<file path="config.mk">
export PLATFORM = sky130hd
export DESIGN_NAME = click_judge
export DESIGN_NICKNAME = d
export VERILOG_FILES = /design/src/rtl/click_judge_pkg.sv /design/src/rtl/rising_edge.sv /design/src/rtl/click_judge.sv
export SDC_FILE = /design/constraint.sdc
export NUM_CORES = 1
export LEC_CHECK = 0
export CAP_MARGIN = 20
export CORE_UTILIZATION = 36
export CTS_CLUSTER_DIAMETER = 100
export DETAILED_ROUTE_END_ITERATION = 8
export GPL_TIMING_DRIVEN = 0
export HOLD_SLACK_MARGIN = 0.1
export MAX_ROUTING_LAYER = met4
export PLACE_DENSITY = 0.56
export SYNTH_ARGS = -nofsm -noshare
export SYNTH_HDL_FRONTEND = slang
export SYNTH_SLANG_ARGS = --single-unit
</file>
<file path="constraint.sdc">
create_clock -name clk -period 5.07 [get_ports clk]
set_input_delay 0.7605 -clock clk [delete_from_list [all_inputs] [get_ports clk]]
set_output_delay 0.7605 -clock clk [all_outputs]
set_load 0.005 [all_outputs]
</file>
<file path="src/rtl/click_judge_pkg.sv">
// Shared types and widths for the click judge.
package click_judge_pkg;
  localparam int COORD_W = 11;
  localparam int CMP_W   = COORD_W + 1;

  typedef enum logic [1:0] {IDLE, ARMED, JUDGE} state_e;
endpackage

</file>
<file path="src/rtl/rising_edge.sv">
// Rising-edge detector: one-cycle pulse when the input goes from 0 to 1.
module rising_edge (
  input  logic clk,
  input  logic reset,
  input  logic in,
  output logic pulse
);
  logic prev_q;

  always_ff @(posedge clk or posedge reset) begin
    if (reset) prev_q <= 1'b0;
    else       prev_q <= in;
  end

  assign pulse = in & ~prev_q;
endmodule

</file>
<file path="src/rtl/click_judge.sv">
// Judges whether a mouse click lands inside the armed target square within
// the allowed window; emits one hit or miss pulse per armed square.
module click_judge
  import click_judge_pkg::*;
#(
  parameter int SQUARE_SIZE    = 20,
  parameter int TIMEOUT_CYCLES = 50000000
) (
  input  logic               clk,
  input  logic               reset,
  input  logic               square_valid,
  input  logic [COORD_W-1:0] square_x0,
  input  logic [COORD_W-1:0] square_y0,
  input  logic               mouse_click,
  input  logic [COORD_W-1:0] mouse_x,
  input  logic [COORD_W-1:0] mouse_y,
  output logic               hit,
  output logic               miss,
  output logic               armed
);
  localparam int TW = (TIMEOUT_CYCLES > 1) ? $clog2(TIMEOUT_CYCLES) : 1;
  localparam logic [TW-1:0]    TMAX = TW'(TIMEOUT_CYCLES - 1);
  localparam logic [CMP_W-1:0] SZ   = CMP_W'(SQUARE_SIZE);

  state_e             state_q;
  logic [TW-1:0]      timer_q;
  logic [COORD_W-1:0] x0_q, y0_q;
  logic               hit_q, miss_q;
  logic               click_edge;
  logic               inside_d;

  rising_edge u_edge (
    .clk   (clk),
    .reset (reset),
    .in    (mouse_click),
    .pulse (click_edge)
  );

  // One extra bit so x0+SQUARE_SIZE near the screen edge cannot wrap.
  logic [CMP_W-1:0] mx_w, my_w, x0_w, y0_w;
  assign mx_w = CMP_W'(mouse_x);
  assign my_w = CMP_W'(mouse_y);
  assign x0_w = CMP_W'(x0_q);
  assign y0_w = CMP_W'(y0_q);

  assign inside_d = (mx_w >= x0_w) && (mx_w < x0_w + SZ) &&
                    (my_w >= y0_w) && (my_w < y0_w + SZ);

  always_ff @(posedge clk or posedge reset) begin
    if (reset) begin
      state_q <= IDLE;
      timer_q <= '0;
      x0_q    <= '0;
      y0_q    <= '0;
      hit_q   <= 1'b0;
      miss_q  <= 1'b0;
    end else begin
      hit_q  <= 1'b0;
      miss_q <= 1'b0;
      // A new square always re-arms, discarding any simultaneous click.
      if (square_valid) begin
        x0_q    <= square_x0;
        y0_q    <= square_y0;
        timer_q <= '0;
        state_q <= ARMED;
      end else begin
        case (state_q)
          ARMED: begin
            if (click_edge) begin
              state_q <= JUDGE;
              hit_q   <= inside_d;
              miss_q  <= ~inside_d;
            end else if (timer_q == TMAX) begin
              state_q <= JUDGE;
              miss_q  <= 1'b1;
            end else begin
              timer_q <= timer_q + 1'b1;
            end
          end
          JUDGE:   state_q <= IDLE;
          default: state_q <= IDLE;
        endcase
      end
    end
  end

  assign hit   = hit_q;
  assign miss  = miss_q;
  assign armed = (state_q == ARMED);
endmodule
</file>
==> flow_metrics.env, run 1 <==
export IMPL_fp_row_count=35
export IMPL_reg2reg_depth=10
export IMPL_drv_slew=0
export IMPL_cp_end_kind="register"
export IMPL_arrival_ps=2940
export IMPL_ys_flop_type="dfrtp_1"
export IMPL_dpl_cell_area_sq_mm=0.004227
export IMPL_ys_types=48
export IMPL_post_drt_wl_per_cell_microns=13.94
export IMPL_worstReg2RegStart="x0_q[7]"
export IMPL_synth_simple_area_share_pct=21.86
export IMPL_ant_nets=0
export IMPL_drc=0
export IMPL_stdcell_area_sq_mm=0.004338
export IMPL_cts_clk_slew_worst_paths_ps=100
export IMPL_worstPathRequired_ps=5280
export IMPL_start_kind="register"
export IMPL_p_seq_share_pct=46.3
export IMPL_clk_path_buf_depth=2
export IMPL_antenna_found_initial=0
export IMPL_grt_pass1_vias=2833
export IMPL_final_util_pct=46.07
export IMPL_ioPinCount=51
export IMPL_pwr_share_clk_pct=29.9
export IMPL_final_period_utilization_pct=53.88
export IMPL_fin_setup_tns_ps=0
export IMPL_dieArea_sq_mm=0.01028
export IMPL_place_gp_congestion=0.8046
export IMPL_pwr_share_comb_pct=23.8
export IMPL_async_flop_share_pct=100.0
export IMPL_grt_max_degree=42
export IMPL_cp_max_fo=5
export IMPL_hold_path_depth=1
export IMPL_synth_top_area_share_pct=37.31
export IMPL_routed_wirelength_microns=8030
export IMPL_crit_family="simple AND/OR/NAND/NOR gates"
export IMPL_overflow=0
export IMPL_critical_path_cell_chain="inv_1 > nor3_1 > or3b_2 > xnor2_1 > ha_1 > a21oi_1 > a31oi_1 > nor4bb_1 > nand4_1 > and2_1"
export IMPL_synthAdderAreaFrac_pct=15.14
export IMPL_worst_path_buf_inv=1
export IMPL_cts_hold_buf=0
export IMPL_yosysSeqAreaShare_pct=37.31
export IMPL_htree_num_levels=2
export IMPL_drive_gt1_share_pct=6.040
export IMPL_max_freq_mhz=366.1
export IMPL_io_buffers=49
export IMPL_hold_viol_final=0
export IMPL_synth_seq_cells=53
export IMPL_synth_top_family_by_area="simple AND/OR/NAND/NOR gates"
export IMPL_rr_endpoint="miss"
export IMPL_whs_endpoint="x0_q[0]"
export IMPL_finalSetupViolCount=0
export IMPL_holdWs_ps=518.6
export IMPL_viasPerCell=4.951
export IMPL_dr_pass1_iters=4
export IMPL_synth_area_mux_share_pct=0.6336
export IMPL_p_switching_mw=0.2853
export IMPL_ir_drop_v=0.0001164
export IMPL_root_buffer="clkbuf_8"
export IMPL_synth_top_area_cell="dfrtp_1"
export IMPL_reg2reg_slack_ps=2340
export IMPL_area_growth_pct=22.03
export IMPL_avgSynthCellArea_sq_um=9.138
export IMPL_drt_iter0_markers=77
export IMPL_diodes=0
export IMPL_critPathKind="register to register"
export IMPL_dieWidth_microns=101.4
export IMPL_power_leakage_nw=1.848
export IMPL_min_period_ps=2732
export IMPL_synth_compound_area_share_pct=12.04
export IMPL_hpwlAfterDp_microns=6302
export IMPL_synth_edf_count=0
export IMPL_netlist_area_sq_mm=0.003555
export IMPL_worst_pin_slew_ps=476.7
export IMPL_holdCritStartpoint="x0_q[0]"
export IMPL_nets=537
export IMPL_outcome="finished, final reports clean"
export IMPL_die_y_microns=101.4
export IMPL_synthTopCellsByArea="dfrtp_1 37%, ha_1 15%, xnor2_1 7.9%, o21ai_0 4.6%, nand2_1 3.9%"
export IMPL_p_total_mw=0.9902
export IMPL_post_cts_buffers=0
export IMPL_insertion_delay_ps=310
export IMPL_core_area_sq_mm=0.009415
export IMPL_skew_ps=7.954
export IMPL_syn_inst=389
export IMPL_slew_headroom_pct=67.97
export IMPL_cts_resized_gates=0
export IMPL_cp_num_cells=10
export IMPL_cts_tree="yes"
export IMPL_max_stage_delay_ps=490
export IMPL_synth_xor_area_share_pct=8.377
export IMPL_start_util_pct=37.75
export IMPL_min_path_type="register to register"
export IMPL_numClockSinks=53
export IMPL_p_int_mw=0.7048
export IMPL_grt_pass1_wl_microns=13610
export IMPL_cpMaxStageDelayCell="or3b_2"
export IMPL_num_vias=2852
export IMPL_rsz0062_at_grt="no"
export IMPL_cts_buffers=5
export IMPL_ys_warn_count=0
export IMPL_grt_use_total_pct=17.36
export IMPL_p_sw_share_pct=28.82
export IMPL_drv_cap=0
export IMPL_syn_num_nets=480
export IMPL_p_per_area_mw_per_mm2=228.3
[final cells by class]
cell class | count | area (sq um)
buffer | 13 | 56.30
timing repair buffer | 50 | 510.5
sequential | 53 | 1326
clock buffer | 6 | 72.57
inverter | 29 | 108.9
fill | 944 | 5077
tap | 129 | 161.4
multi-input combinational | 294 | 2063
clock inverter | 2 | 38.79
[per-layer routing]
| layer | share of wire (%) | GRT usage (%) |
|---|---|---|
| met3 | 2.9 | 2.208 |
| met2 | 44 | 27.37 |
| met1 | 52 | 23.65 |
| met4 | 0.97 | 4.348 |
| met5 | 0 | - |
[through the flow]
step           std cells  setup WS (ps)
2_1_floorplan        389           2687
3_3_place_gp         567           1952
3_5_place_dp         568           2188
4_1_cts              576           2361
5_1_grt              576           2079
6_report             576           2338
[cells in the final DEF, fill, tap and decap left out, types with 3 or more instances in the layout]
cell type and instances:
a21o_1 3, a21oi_1 21, a31oi_1 3, and3_1 4, buf_2 3, clkbuf_1 10, clkbuf_8 5, clkdlybuf4s50_1 49
dfrtp_1 53, ha_1 43, inv_1 28, nand2_1 37, nand2b_1 5, nand3_1 12, nand4_1 7, nor2_1 28
nor2b_1 4, nor3_1 11, nor4_1 9, o21ai_0 33, or3_1 7, xnor2_1 32
[cells in the mapped netlist (2+ instances only)]
cell,count
xor2_1,2
ha_1,43
buf_2,3
a211o_1,2
xnor2_1,32
o21ai_0,33
o31ai_1,2
nand3_1,12
o2111ai_1,2
clkbuf_1,9
and3_1,4
or3b_2,2
dfrtp_1,53
nand4_1,7
mux2_2,2
nand2b_1,5
nor2b_1,4
or3_1,7
a31oi_1,3
inv_1,29
nor4_2,2
nor3_1,11
or4_1,2
a21o_1,3
a21oi_1,21
nor4_1,9
nand2_1,37
nor2_1,28
[worst max path at each step]
stage / startpoint / endpoint / slack (ps)
6_report: x0_q[7] / miss / 2340
5_1_grt: x0_q[7] / miss / 2080
4_1_cts: x0_q[7] / miss / 2360
3_5_place_dp: mouse_x[1] / miss / 2190
3_3_place_gp: reset / y0_q[5] / 1950
2_1_floorplan: x0_q[7] / miss / 2690
[kinds of logic (layout without fill, tap and decap cells)]
kind of cell | after synthesis | after routing
AND/OR/NAND/NOR | 142 | 142
buffers and inverters | 42 | 100
adder cells (fa/ha/maj) | 43 | 43
multiplexers | 2 | 2
flip-flops | 53 | 53
XOR/XNOR | 34 | 34
AO/OA/AOI/OAI | 73 | 73
[registers in the layout, indices dropped and copies added (netlist names)]
register / cells
y0_q: 11
x0_q: 11
miss: 1
hit: 1
timer_q: 26
u_edge.prev_q: 1
state_q: 2
[worst register-to-register path, stage by stage (launching register included)]
cell and delay [ps]:
dfrtp_1 390, inv_1 110, nor3_1 320, or3b_2 490, xnor2_1 140, ha_1 290, a21oi_1 160, a31oi_1 70
nor4bb_1 300, nand4_1 160, and2_1 190
[power groups by stage]
stage          combinational (mW)  sequential, mW  clock, mW
2_1_floorplan               0.150           0.463          0
3_3_place_gp                0.233           0.467          0
3_5_place_dp                0.238           0.467          0
4_1_cts                     0.239           0.458      0.307
5_1_grt                     0.272           0.462      0.322
6_report                    0.235           0.459      0.296
No activity file was read; power rests on OpenSTA's default activity.
==> inputs of run 2 (changes only) <==
--- a/config.mk
+++ b/config.mk
@@ -12,7 +12,7 @@
 export GPL_TIMING_DRIVEN = 0
 export HOLD_SLACK_MARGIN = 0.1
 export MAX_ROUTING_LAYER = met4
-export PLACE_DENSITY = 0.56
+export PLACE_DENSITY = 0.58
 export SYNTH_ARGS = -nofsm -noshare
 export SYNTH_HDL_FRONTEND = slang
 export SYNTH_SLANG_ARGS = --single-unit
==> constraint.sdc (replaced) <==
create_clock -name clk -period 2.5 [get_ports clk]
set_input_delay 0.375 -clock clk [delete_from_list [all_inputs] [get_ports clk]]
set_output_delay 0.375 -clock clk [all_outputs]
set_load 0.005 [all_outputs]
==> flow_metrics.env, run 2 (synthesis gave the netlist of run 1 again) <==
export IMPL_ir_drop_v=0.0001977
export IMPL_max_freq_mhz=402.4
export IMPL_cts_clk_slew_worst_paths_ps=90
export IMPL_num_vias=2969
export IMPL_mostFrequentLayoutCell="dfrtp_1"
export IMPL_drv_cap=0
export IMPL_antenna_found_initial=0
export IMPL_instances_no_fill=587
export IMPL_viasPerCell=5.058
export IMPL_layout_common_cells="53 x dfrtp_1, 49 x clkdlybuf4s50_1, 41 x ha_1"
export IMPL_post_drt_wl_per_cell_microns=13.93
export IMPL_cts_tree="yes"
export IMPL_dr_pass1_iters=4
export IMPL_largest_register_ffs=26
export IMPL_io_buffers=49
export IMPL_worst_pin_slew_ps=537.6
export IMPL_worstPathRequired_ps=2700
export IMPL_crit_family="simple AND/OR/NAND/NOR gates"
export IMPL_slew_headroom_pct=64.16
export IMPL_dp_slack_ps=-188.3
export IMPL_p_per_area_mw_per_mm2=442.9
export IMPL_grt_pass1_wl_microns=13660
export IMPL_finalSetupViolCount=0
export IMPL_outcome="finished, final reports clean"
export IMPL_htree_num_levels=2
export IMPL_hold_viol_final=0
export IMPL_numClockSinks=53
export IMPL_place_gp_congestion=0.8308
export IMPL_cp_end_kind="register"
export IMPL_final_period_utilization_pct=99.40
export IMPL_dieWidth_microns=101.4
export IMPL_critPathKind="register to register"
export IMPL_top_regs="timer_q: 26 flops, x0_q: 11 flops, y0_q: 11 flops"
export IMPL_diodes=0
export IMPL_worst_path_buf_inv=0
export IMPL_min_period_ps=2485
export IMPL_arrival_ps=2680
export IMPL_area_growth_pct=26.36
export IMPL_drive_gt1_share_pct=11.57
export IMPL_cp_max_fo=3
export IMPL_p_total_mw=1.989
export IMPL_grt_use_total_pct=17.62
export IMPL_regMostFlops="timer_q"
export IMPL_routed_wirelength_microns=8174
export IMPL_ioPinCount=51
export IMPL_overflow=0
export IMPL_nets=548
export IMPL_fp_row_count=35
export IMPL_hpwlAfterDp_microns=6292
export IMPL_core_area_sq_mm=0.009415
export IMPL_grt_pass1_vias=2908
export IMPL_cts_buffers=5
export IMPL_ant_nets=0
export IMPL_die_y_microns=101.4
export IMPL_cpMaxStageDelayCell="or3b_4"
export IMPL_max_stage_delay_ps=390
export IMPL_power_leakage_nw=1.917
export IMPL_rsz0062_at_grt="yes"
export IMPL_dieArea_sq_mm=0.01028
export IMPL_drt_iter0_markers=138
export IMPL_grt_max_degree=32
export IMPL_start_util_pct=37.75
export IMPL_cts_hold_buf=0
export IMPL_start_kind="register"
export IMPL_skew_ps=5.779
export IMPL_drv_slew=0
export IMPL_root_buffer="clkbuf_8"
export IMPL_dp_cells=568
export IMPL_drc=0
export IMPL_layout_setup_ws_ps=14.97
export IMPL_critical_path_cell_chain="ha_2 > o21ai_2 > or3b_4 > xnor2_2 > ha_1 > a21oi_2 > o21bai_1 > nor4bb_1 > nand4_1 > and2_1"
export IMPL_min_path_type="input port to async pin"
export IMPL_insertion_delay_ps=300
export IMPL_clk_path_buf_depth=2
-- run 2: changes by cell type in the layout (fill, tap and decap cells not counted), sizes merged --
| cell | delta |
|---|---|
| buf | +11 |
| bufinv | -1 |
| clkbuf | +1 |
-- run 2: what timing repair did --
action | 4_1_cts | 5_1_grt
endpoints found under the setup margin | 2 | 2
pin swaps | 8 | 9
gates resized for setup | 12 | 9
buffers inserted | 7 | 4
-- run 2: cell type report --
type	instances	area (sq um)
fillers	892	4923
well taps	129	161.4
clock buffers	7	96.34
clock inverters	1	5.005
plain buffers	13	56.30
inverters	29	108.9
flip-flops and latches	53	1326
repair buffers	61	593.1
multi-input cells	294	2145
-- run 2: final timing paths --
kind	slack (ps)	cells past startpoint	from	to
worst max-delay path	10	10	y0_q[2]	miss
max in group asynchronous	1540	3	reset	miss
worst min register to register	520	1	x0_q[0]	x0_q[0]
worst max register to register	10	10	y0_q[2]	miss
worst min-delay path	420	2	reset	u_edge.prev_q
min in group clk	520	1	x0_q[0]	x0_q[0]
-- run 2: per-layer routing --
layer	vias up	GRT usage, %	wire length, microns
li1	1504	-	-
met1	1393	24.21	4026
met2	62	27.26	3697
met3	10	2.139	334
met4	0	5.128	116
met5	-	-	0
-- run 2: worst register-to-register path, delay by kind of cell, from the launching register on --
| family | cells | cell delay [ps] |
|---|---|---|
| AND/OR/NAND/NOR | 4 | 1050 |
| AO/OA/AOI/OAI | 3 | 320 |
| flip-flops | 1 | 380 |
| XOR/XNOR | 1 | 130 |
| adder cells (fa/ha/maj) | 2 | 500 |
-- run 2: per-stage QoR --
stage               util [%]  TNS [ps]  area, sq um  hold WS (ps)
CTS                    46.92         0         4418         434.5
finish                 47.71         0         4492         418.2
global route           47.71    -233.2         4492         483.8
global placement       44.68    -13040         4207         498.4
detailed placement     44.89    -304.3         4227         504.5
floorplan                  -         0         3555         406.4
-- run 2: report_power, final --
group / switching, mW / internal (mW) / total [mW]
Combinational: 0.271 / 0.259 / 0.530
Clock: 0.277 / 0.251 / 0.528
Sequential: 0.0340 / 0.897 / 0.931
Total: 0.582 / 1.41 / 1.99
==> inputs of run 3 (changes only) <==
--- a/config.mk
+++ b/config.mk
@@ -5,6 +5,7 @@
 export SDC_FILE = /design/constraint.sdc
 export NUM_CORES = 1
 export LEC_CHECK = 0
+export ABC_AREA = 1
 export CAP_MARGIN = 20
 export CORE_UTILIZATION = 36
 export CTS_CLUSTER_DIAMETER = 100
@@ -12,7 +13,7 @@
 export GPL_TIMING_DRIVEN = 0
 export HOLD_SLACK_MARGIN = 0.1
 export MAX_ROUTING_LAYER = met4
-export PLACE_DENSITY = 0.58
+export PLACE_DENSITY = 0.57
 export SYNTH_ARGS = -nofsm -noshare
 export SYNTH_HDL_FRONTEND = slang
 export SYNTH_SLANG_ARGS = --single-unit
==> flow_metrics.env, run 3 <==
export IMPL_hpwlAfterDp_microns=8726
export IMPL_instances_no_fill=797
export IMPL_overflow=0
export IMPL_crit_path_frequent_cell="nand2_1"
export IMPL_netlist_area_sq_mm=0.004182
export IMPL_grt_pass1_wl_microns=17960
export IMPL_layout_common_cells="188 x nand2_1, 70 x nor2_1, 66 x inv_1"
export IMPL_start_kind="register"
export IMPL_antenna_found_initial=0
export IMPL_syn_num_nets=690
export IMPL_hold_viol_final=0
export IMPL_synth_edf_count=0
export IMPL_critical_path_cell_chain="ha_1 > o21ai_1 > xor2_1 > ha_1 > nand2_1 > o21bai_1 > nand2_1 > a21oi_1 > nor2_1 > nor2_1 > nand3_1 > nand2_1 > inv_1"
export IMPL_top_regs="timer_q: 26 flops, x0_q: 11 flops, y0_q: 11 flops"
export IMPL_numClockSinks=53
export IMPL_nets=747
export IMPL_pwr_share_clk_pct=32.9
export IMPL_synth_top_area_share_pct=31.72
export IMPL_worst_path_buf_inv=1
export IMPL_post_drt_wl_per_cell_microns=13.67
export IMPL_stdcell_area_sq_mm=0.005017
export IMPL_async_flop_share_pct=100.0
export IMPL_io_buffers=49
export IMPL_cts_buffers=5
export IMPL_rsz0062_at_grt="no"
export IMPL_cts_clk_slew_worst_paths_ps=70
export IMPL_start_util_pct=37.75
export IMPL_cts_tree="yes"
export IMPL_insertion_delay_ps=310
export IMPL_max_freq_mhz=434.7
export IMPL_die_y_microns=109.8
export IMPL_worstPathRequired_ps=2700
export IMPL_grt_use_total_pct=20.07
export IMPL_worst_pin_slew_ps=625.6
export IMPL_nFillCells=1151
export IMPL_yosysSeqAreaShare_pct=31.72
export IMPL_critPathKind="register to register"
export IMPL_startpoint="x0_q[2]"
export IMPL_dieArea_sq_mm=0.01205
export IMPL_drv_slew=0
export IMPL_holdWs_ps=376.7
export IMPL_synth_top_area_cell="dfrtp_1"
export IMPL_power_leakage_nw=2.416
export IMPL_diodes=0
export IMPL_synthTopCellsByArea="dfrtp_1 32%, nand2_1 17%, ha_1 13%, nor2_1 6.3%, inv_1 6.0%"
export IMPL_grt_max_degree=39
export IMPL_min_path_type="input port to async pin"
export IMPL_dp_cells=789
export IMPL_dr_pass1_iters=5
export IMPL_ys_warn_count=0
export IMPL_skew_ps=9.978
export IMPL_final_period_utilization_pct=92.02
export IMPL_crit_family="simple AND/OR/NAND/NOR gates"
export IMPL_dieWidth_microns=109.8
export IMPL_dpl_cell_area_sq_mm=0.004867
export IMPL_ioPinCount=51
export IMPL_cp_max_fo=4
export IMPL_fp_row_count=38
export IMPL_min_period_ps=2300
export IMPL_ys_flop_type="dfrtp_1"
export IMPL_slew_headroom_pct=58.29
export IMPL_drc=0
export IMPL_grt_pass1_vias=3588
export IMPL_regMostFlops="timer_q"
export IMPL_root_buffer="clkbuf_16"
export IMPL_fin_setup_tns_ps=0
export IMPL_arrival_ps=2500
export IMPL_p_int_mw=1.518
export IMPL_routed_wirelength_microns=10900
export IMPL_syn_inst=599
export IMPL_core_area_sq_mm=0.01108
export IMPL_ys_types=33
export IMPL_yosysMostFrequentCell="nand2_1"
export IMPL_p_sw_share_pct=31.27
export IMPL_drive_gt1_share_pct=4.871
export IMPL_pwr_share_comb_pct=25.0
export IMPL_p_per_area_mw_per_mm2=440.2
export IMPL_p_total_mw=2.208
export IMPL_p_switching_mw=0.6906
export IMPL_synth_top_cells_by_count="188 x nand2_1, 70 x nor2_1, 67 x inv_1, 53 x dfrtp_1, 45 x nand3_1"
export IMPL_drv_cap=0
export IMPL_p_seq_share_pct=42.0
export IMPL_place_gp_congestion=0.9342
export IMPL_mostFrequentLayoutCell="nand2_1"
export IMPL_clk_path_buf_depth=2
export IMPL_worstReg2RegStart="x0_q[2]"
export IMPL_num_vias=3863
export IMPL_ant_nets=0
export IMPL_largest_register_ffs=26
export IMPL_post_cts_buffers=0
export IMPL_finalSetupViolCount=0
export IMPL_htree_num_levels=2
export IMPL_outcome="finished, final reports clean"
export IMPL_synth_seq_cells=53
export IMPL_cp_end_kind="register"
export IMPL_drt_iter0_markers=208
export IMPL_area_growth_pct=19.99
export IMPL_avgSynthCellArea_sq_um=6.981
export IMPL_max_stage_delay_ps=420
export IMPL_ir_drop_v=0.0002444
export IMPL_viasPerCell=4.847
export IMPL_cpMaxStageDelayCell="dfrtp_1"
-- run 3: cell count changes after synthesis, moves of 5 or more --
cell,delta
nand2_1,+151
nor2_1,+42
inv_1,+38
nand3_1,+33
xnor2_1,-28
xor2_1,+20
nor4_1,-9
o21ai_0,-8
or3_1,-7
nand2b_1,-5
-- run 3: power groups by stage --
stage	Clock (mW)	Sequential (mW)	Combinational [mW]
2_1_floorplan	0	0.937	0.355
3_3_place_gp	0	0.944	0.538
3_5_place_dp	0	0.945	0.554
4_1_cts	0.746	0.929	0.559
5_1_grt	0.785	0.936	0.633
6_report	0.727	0.929	0.553
-- run 3: timing repair --
item | 4_1_cts | 5_1_grt
hold buffers | 0 | 0
endpoints found under the hold margin | 0 | 0
setup endpoints to repair | 0 | 2
gates resized for setup | 0 | 1
-- run 3: final cells by class --
cell class / count / area, sq um / area share [%]
buffer: 14 / 85.08 / 1.696
clock buffer: 5 / 125.1 / 2.494
clock inverter: 3 / 25.02 / 0.4988
inverter: 71 / 266.5 / 5.312
multi-input combinational: 461 / 2504 / 49.90
sequential: 53 / 1326 / 26.43
tap: 140 / 175.2 / 3.491
timing repair buffer: 50 / 510.5 / 10.17
-- run 3: routing by layer --
metal,part of all wire (%),global-route usage (%),up-vias
met3,3.3,2.608,7
met2,44,31.27,57
met4,0.89,4.286,0
li1,-,-,2017
met1,51,27.80,1782
met5,0,-,-
-- run 3: logic make-up after synthesis --
kind of cell	count (synthesis)	synth area share, %
and+or+nand+nor	342	35.19
buffers and inverters	85	8.408
DFF	53	31.72
AOI/OAI and AO/OA	50	6.374
adders and majority gates	43	12.87
xor gates and xnor gates	26	5.446
-- run 3: final timing paths --
check | to | slack [ps] | cells after the start
hold reg to reg | y0_q[0] | 490 | 2
setup / recovery | miss | 200 | 13
min in group clk | timer_q[7] | 470 | 4
hold / removal | x0_q[3] | 380 | 2
setup reg to reg | miss | 200 | 13
max in group asynchronous | state_q[1] | 1580 | 3
-- run 3: per-stage QoR --
stage	utilization [%]	setup WS [ps]
floorplan	-	535.7
global placement	43.75	-330.2
detailed placement	43.93	170.5
CTS	45.29	153.8
global route	45.29	7.732
finish	45.29	199.6
